File: src/rtl/cpu_boot_ctrl.sv
// cpu_boot_ctrl: boot and run controller for the 8-bit accumulator CPU.
// It takes a program image from the host as a byte stream, writes it into the
// CPU RAM through the programming port and verifies a trailing checksum byte.
// After a good load it holds the CPU in reset for RST_CYCLES cycles. It then
// runs, pauses or single-steps the CPU through a clock enable.
//
// Ports
//   clk, reset         clock, synchronous active-high reset
//   i_cmd_valid/i_cmd  command strobe: 00 LOAD, 01 RUN, 10 STEP, 11 HALT
//   i_byte_valid/_in   image byte stream (2**ADDR_W data bytes, then checksum)
//   o_cpu_reset        CPU reset
//   o_cpu_prog         one-cycle RAM write pulse, with o_cpu_addr / o_cpu_data
//   o_cpu_clk_en       CPU clock enable
//   o_busy             high in LOAD, CHECK, RST_HOLD and STEP
//   o_load_ok          the last load passed its checksum
//   o_load_err         the last load failed or was aborted
//   o_state            state encoding, IDLE=0 .. STEP=6
module cpu_boot_ctrl #(
  parameter int ADDR_W      = 4,
  parameter int DATA_W      = 8,
  parameter int RST_CYCLES  = 4,
  parameter int STEP_CYCLES = 7
) (
  input  logic              clk,
  input  logic              reset,
  input  logic              i_cmd_valid,
  input  logic [1:0]        i_cmd,
  input  logic              i_byte_valid,
  input  logic [DATA_W-1:0] i_byte_in,
  output logic              o_cpu_reset,
  output logic              o_cpu_prog,
  output logic [ADDR_W-1:0] o_cpu_addr,
  output logic [DATA_W-1:0] o_cpu_data,
  output logic              o_cpu_clk_en,
  output logic              o_busy,
  output logic              o_load_ok,
  output logic              o_load_err,
  output logic [2:0]        o_state
);

  typedef enum logic [2:0] {
    S_IDLE = 3'd0, S_LOAD = 3'd1, S_CHECK = 3'd2, S_RST_HOLD = 3'd3,
    S_PAUSE = 3'd4, S_RUN = 3'd5, S_STEP = 3'd6
  } state_t;

  localparam logic [1:0] CMD_LOAD = 2'b00;
  localparam logic [1:0] CMD_RUN  = 2'b01;
  localparam logic [1:0] CMD_STEP = 2'b10;
  localparam logic [1:0] CMD_HALT = 2'b11;

  localparam int TMR_MAX = (RST_CYCLES > STEP_CYCLES) ? RST_CYCLES : STEP_CYCLES;
  localparam int TMR_W   = $clog2(TMR_MAX + 1);
  localparam logic [TMR_W-1:0]  TMR_RST  = TMR_W'(RST_CYCLES - 1);
  localparam logic [TMR_W-1:0]  TMR_STEP = TMR_W'(STEP_CYCLES - 1);
  localparam logic [TMR_W-1:0]  TMR_ONE  = TMR_W'(1);
  localparam logic [ADDR_W:0]   CNT_ONE  = (ADDR_W + 1)'(1);
  // Count value at which the next byte is the checksum rather than data.
  localparam logic [ADDR_W:0]   IMG_LEN  = {1'b1, {ADDR_W{1'b0}}};

  state_t              r_state, w_state;
  logic [ADDR_W:0]     r_cnt, w_cnt;
  logic [DATA_W-1:0]   r_sum, w_sum;
  logic [DATA_W-1:0]   r_chk, w_chk;
  logic [TMR_W-1:0]    r_tmr, w_tmr;
  logic                r_prog, w_prog;
  logic [ADDR_W-1:0]   r_addr, w_addr;
  logic [DATA_W-1:0]   r_data, w_data;
  logic                r_ok, w_ok;
  logic                r_err, w_err;
  logic                r_cpu_reset, w_cpu_reset;
  logic                r_clk_en, w_clk_en;
  logic                r_busy, w_busy;

  always_ff @(posedge clk) begin
    if (reset) begin
      r_state     <= S_IDLE;
      r_cnt       <= '0;
      r_sum       <= '0;
      r_chk       <= '0;
      r_tmr       <= '0;
      r_prog      <= 1'b0;
      r_addr      <= '0;
      r_data      <= '0;
      r_ok        <= 1'b0;
      r_err       <= 1'b0;
      r_cpu_reset <= 1'b1;
      r_clk_en    <= 1'b1;
      r_busy      <= 1'b0;
    end else begin
      r_state     <= w_state;
      r_cnt       <= w_cnt;
      r_sum       <= w_sum;
      r_chk       <= w_chk;
      r_tmr       <= w_tmr;
      r_prog      <= w_prog;
      r_addr      <= w_addr;
      r_data      <= w_data;
      r_ok        <= w_ok;
      r_err       <= w_err;
      r_cpu_reset <= w_cpu_reset;
      r_clk_en    <= w_clk_en;
      r_busy      <= w_busy;
    end
  end

  always_comb begin
    w_state = r_state;
    w_cnt   = r_cnt;
    w_sum   = r_sum;
    w_chk   = r_chk;
    w_tmr   = r_tmr;
    w_prog  = 1'b0;
    w_addr  = r_addr;
    w_data  = r_data;
    w_ok    = r_ok;
    w_err   = r_err;

    case (r_state)
      S_LOAD: begin
        // HALT beats a simultaneous byte; any other command lets the byte in.
        if (i_cmd_valid && i_cmd == CMD_HALT) begin
          w_state = S_IDLE;
          w_err   = 1'b1;
        end else if (i_byte_valid) begin
          if (r_cnt == IMG_LEN) begin
            w_chk   = i_byte_in;
            w_state = S_CHECK;
          end else begin
            w_prog = 1'b1;
            w_addr = r_cnt[ADDR_W-1:0];
            w_data = i_byte_in;
            w_sum  = r_sum + i_byte_in;
            w_cnt  = r_cnt + CNT_ONE;
          end
        end
      end
      S_CHECK: begin
        if (r_chk == r_sum) begin
          w_ok    = 1'b1;
          w_state = S_RST_HOLD;
          w_tmr   = TMR_RST;
        end else begin
          w_err   = 1'b1;
          w_state = S_IDLE;
        end
      end
      S_RST_HOLD, S_STEP: begin
        if (r_tmr == '0) w_state = S_PAUSE;
        else             w_tmr   = r_tmr - TMR_ONE;
      end
      S_PAUSE: begin
        if (i_cmd_valid && i_cmd == CMD_RUN) begin
          w_state = S_RUN;
        end else if (i_cmd_valid && i_cmd == CMD_STEP) begin
          w_state = S_STEP;
          w_tmr   = TMR_STEP;
        end
      end
      S_RUN: begin
        if (i_cmd_valid && i_cmd == CMD_HALT) w_state = S_PAUSE;
      end
      default: ;
    endcase

    // LOAD restarts from anywhere except while a load is already in flight.
    if (i_cmd_valid && i_cmd == CMD_LOAD && r_state != S_LOAD && r_state != S_CHECK) begin
      w_state = S_LOAD;
      w_ok    = 1'b0;
      w_err   = 1'b0;
      w_cnt   = '0;
      w_sum   = '0;
    end

    // CPU controls follow the state being entered so they register in step with it.
    w_cpu_reset = !(w_state inside {S_PAUSE, S_RUN, S_STEP});
    w_clk_en    = (w_state != S_PAUSE);
    w_busy      = w_state inside {S_LOAD, S_CHECK, S_RST_HOLD, S_STEP};
  end

  assign o_state      = r_state;
  assign o_cpu_reset  = r_cpu_reset;
  assign o_cpu_prog   = r_prog;
  assign o_cpu_addr   = r_addr;
  assign o_cpu_data   = r_data;
  assign o_cpu_clk_en = r_clk_en;
  assign o_busy       = r_busy;
  assign o_load_ok    = r_ok;
  assign o_load_err   = r_err;

endmodule

File: config.mk
export PLATFORM = sky130hd
export DESIGN_NAME = cpu_boot_ctrl
export DESIGN_NICKNAME = d
export VERILOG_FILES = /design/src/rtl/cpu_boot_ctrl.sv
export SDC_FILE = /design/constraint.sdc
export NUM_CORES = 1
export LEC_CHECK = 0
export ABC_AREA = 1
export CORE_MARGIN = 2
export CORE_UTILIZATION = 49
export DETAILED_ROUTE_END_ITERATION = 8
export GPL_TIMING_DRIVEN = 0
export HOLD_SLACK_MARGIN = 0.08
export PLACE_DENSITY_LB_ADDON = 0.25
export SETUP_SLACK_MARGIN = 0.15
export SYNTH_ARGS = -nofsm -noshare
export SYNTH_HDL_FRONTEND = slang
export SYNTH_SLANG_ARGS = --single-unit
File: constraint.sdc
create_clock -name clk -period 1.5 [get_ports clk]
set_input_delay 0.15 -clock clk [delete_from_list [all_inputs] [get_ports clk]]
set_output_delay 0.15 -clock clk [all_outputs]
set_load 0.02 [all_outputs]
==> impl_metrics.ini <==
[synthesis]
synth_seq_cells = 45
yosys.area_share.simple_pct = 25.35
syn_inst = 309
synth_area_leaders = dfxtp_1, nand2_1, nor2_1
syn-num-nets = 335
synth-seq-area-share_pct = 37.80
synth_top_family_by_area = simple AND/OR/NAND/NOR gates
synthXorXnorAreaFrac_pct = 6.247
synth_mux_area_share_pct = 0
async_reset_ff_share_pct = 0
synth.distinct_cells = 38
avgSynthCellArea_sq_um = 7.714
ys.flop_type = dfxtp_1
synth_edf_count = 0
synth_commonest_cells = nand2_1, nor2_1, dfxtp_1
synth_top_cell_by_area = dfxtp_1
synth_compound_area_share_pct = 15.70
synth_area_sq_um = 2384
synth_top_cell_area_share_pct = 37.80
yosys.area_share.adder_pct = 6.614
yosysWarnings = 0

[die]
die_w_um = 73.75
start_util_pct = 50.80
fp.dieH_um = 73.75
core_sq_um = 4692
rows = 25
ios = 35
design.die.area_sq_um = 5438

[route]
wl_per_cell_um = 16.57
drc = 0
num_vias = 2428
ant_nets = 0
viasPerCell = 5.543
drtIter0Drc = 96
first_pass_iters = 4
routed_wirelength_mm = 7.258

[pwr]
p_comb_share_pct = 17.3
power_frac_clock_pct = 34.9
power.switching_mw = 0.6953
ir_drop_v = 0.0004534
p_int_mw = 1.890
switching_share_pct = 26.89
power_density_nw_per_um2 = 695.4
p_leak_nw = 1.630
seqPwrFrac_pct = 47.8

[hold_path]
min_to = o_cpu_prog$_SDFF_PP0_
min_path_type = input port to register
hold_depth = 2
hp-start = reset

[global_route]
antenna_found_initial = 0
grt-ovfl-total = 0
first_global_vias = 2193
grt.total_usage_pct = 23.63
grt_start_max_net_pins = 14
grt_pass1_wl_mm = 9.818

[timing]
post-route-min-period_ns = 1.599
finalHoldViolations = 0
period_share_pct = 106.6
fmax_mhz = 625.3
max_slew.worst_pin.slew_ns = 0.5743
rsz0062_at_grt = yes
slew_headroom_pct = 61.71
finalSetupViolCount = 27
skew_ns = 0.006577
slew_violations = 0
setup_slack_ns = -0.09934
hold_ws_ns = 0.2254

[critical_path]
end_kind = register
reg2reg_to = r_sum[6]$_SDFFE_PP0P_
reg2reg_depth = 8
worstPathMaxFanout = 4
timing.rr.start = r_sum[1]$_SDFFE_PP0P_
r2r_slack_ns = -0.1
required_ns = 1.69
critPathArrivalTime_ns = 1.79
cp-start-kind = register
critical_path_class = register to register

[cts]
cts.clk_slew.worst_paths_ns = 0.09
cts_buffer_depth = 2
clk_latency_ns = 0.30
cts_tree = yes
cts_hold_buffers = 0
cts.sinks = 45
cts-root-buf = clkbuf_8
htree_levels = 2
cts_buffers = 5

[placement]
placed_cell_area_sq_um = 2863
place.detailed.hpwl_mm = 4.086
port_buffers = 33
gp_congestion = 0.9008

[run]
max_cap_viol_count = 0

[run_status]
status = complete, but fails checks
violations = setup timing

[cells_and_area]
layout-drive-gt1-share_pct = 46.35
finish.instance_area_sq_um = 3719
areaGrowthSynthToFinish_pct = 56.01
antennaDiodeCount = 0
num-nets-final = 410
[registers in the layout, summed over array words and instances, names as in the netlist]
name / count
r_chk: 8
o_state: 3
o_load_ok: 1
r_tmr: 3
o_load_err: 1
o_cpu_data: 8
o_cpu_reset: 1
o_cpu_clk_en: 1
r_cnt: 5
o_cpu_addr: 4
r_sum: 8
o_busy: 1
o_cpu_prog: 1
[stage by stage]
step,setup WS [ns],utilization [%],power [mW],setup TNS (ns),cells
2_1_floorplan,0.08650,-,1.462,0,309
3_3_place_gp,-0.3504,61.01,1.579,-6.468,396
3_5_place_dp,-0.4004,61.01,1.586,-7.428,396
4_1_cts,0.008244,70.99,2.515,0,427
5_1_grt,-0.1756,79.25,2.671,-2.421,438
6_report,-0.09934,79.25,2.586,-0.9768,438
[per-layer routing]
layer	vias up	routed length, um	track usage [%]	share of wire [%]
li1	1157	-	-	-
met1	1172	2982	27.10	41
met2	82	3784	42.46	52
met3	17	323	5.898	4.5
met4	0	167	7.879	2.3
met5	-	0	0	0
[cell families after synthesis]
| kind of cell | Yosys count |
|---|---|
| simple gates | 128 |
| fa+ha+maj | 12 |
| compound gates | 62 |
| xor+xnor | 17 |
| buf+inv | 45 |
| flops | 45 |
[cell type report]
cell class	instances	area (sq um)
Timing Repair Buffer	67	648.1
Tap cell	54	67.56
Buffer	7	80.08
Clock buffer	5	68.82
Sequential cell	45	938.4
Multi-Input combinational cell	219	1707
Inverter	38	157.7
Fill cell	287	973.4
Clock inverter	2	35.03
Timing Repair inverter	1	16.27
[cell usage in the layout, fill, tap and decap left out, drive strengths merged, types with 2 or more instances in the layout]
cell type      instances
nand2                 51
xnor2                 11
nor3                   7
dfxtp                 45
inv                   37
buf                   38
a31oi                  2
dlygate4sd2           24
clkbuf                 8
o21ai                 24
a21oi                 24
nand3                 14
a21boi                 2
nand4                  2
nor2                  52
clkinv                 3
nand3b                 2
dlymetal6s2s           2
clkdlybuf4s50          7
xor2                   6
a211oi                 6
ha                    11
[power groups by stage]
stage / registers (mW) / logic [mW] / clock network [mW]
after floorplan: 1.29 / 0.176 / 0
after global placement: 1.27 / 0.312 / 0
after detailed placement: 1.27 / 0.317 / 0
after CTS: 1.24 / 0.361 / 0.916
after global routing: 1.24 / 0.475 / 0.958
final: 1.23 / 0.448 / 0.903
[repair_timing]
action | 4_1_cts | 5_1_grt
setup buffers | 19 | 10
pin swaps | 21 | 34
gates cloned | 5 | 1
gates resized for setup | 90 | 90
endpoints found under the setup margin | 62 | 45
hold endpoints to repair | 0 | 0
[worst max-delay path by stage]
| stage | start | end | slack, ns |
|---|---|---|---|
| detailed placement | i_byte_in[0] | r_sum[6]$_SDFFE_PP0P_ | -0.40 |
| global route | r_sum[1]$_SDFFE_PP0P_ | r_sum[6]$_SDFFE_PP0P_ | -0.18 |
| floorplan | r_sum[0]$_SDFFE_PP0P_ | r_sum[6]$_SDFFE_PP0P_ | 0.09 |
| finish | r_sum[1]$_SDFFE_PP0P_ | r_sum[6]$_SDFFE_PP0P_ | -0.1 |
| global placement | i_cmd_valid | o_cpu_clk_en$_SDFF_PP1_ | -0.35 |
| CTS | r_sum[6]$_SDFFE_PP0P_ | r_sum[7]$_SDFFE_PP0P_ | 0.008 |
[worst max-delay path, stage by stage, from the launching register on]
cell     delay [ns]
dfxtp_1        0.43
inv_1          0.09
fa_2           0.38
inv_2          0.08
nand4_1        0.09
nand3_1        0.13
xor2_1         0.09
o21ai_1        0.14
inv_1          0.06
No activity file was read; power rests on OpenSTA's default activity.
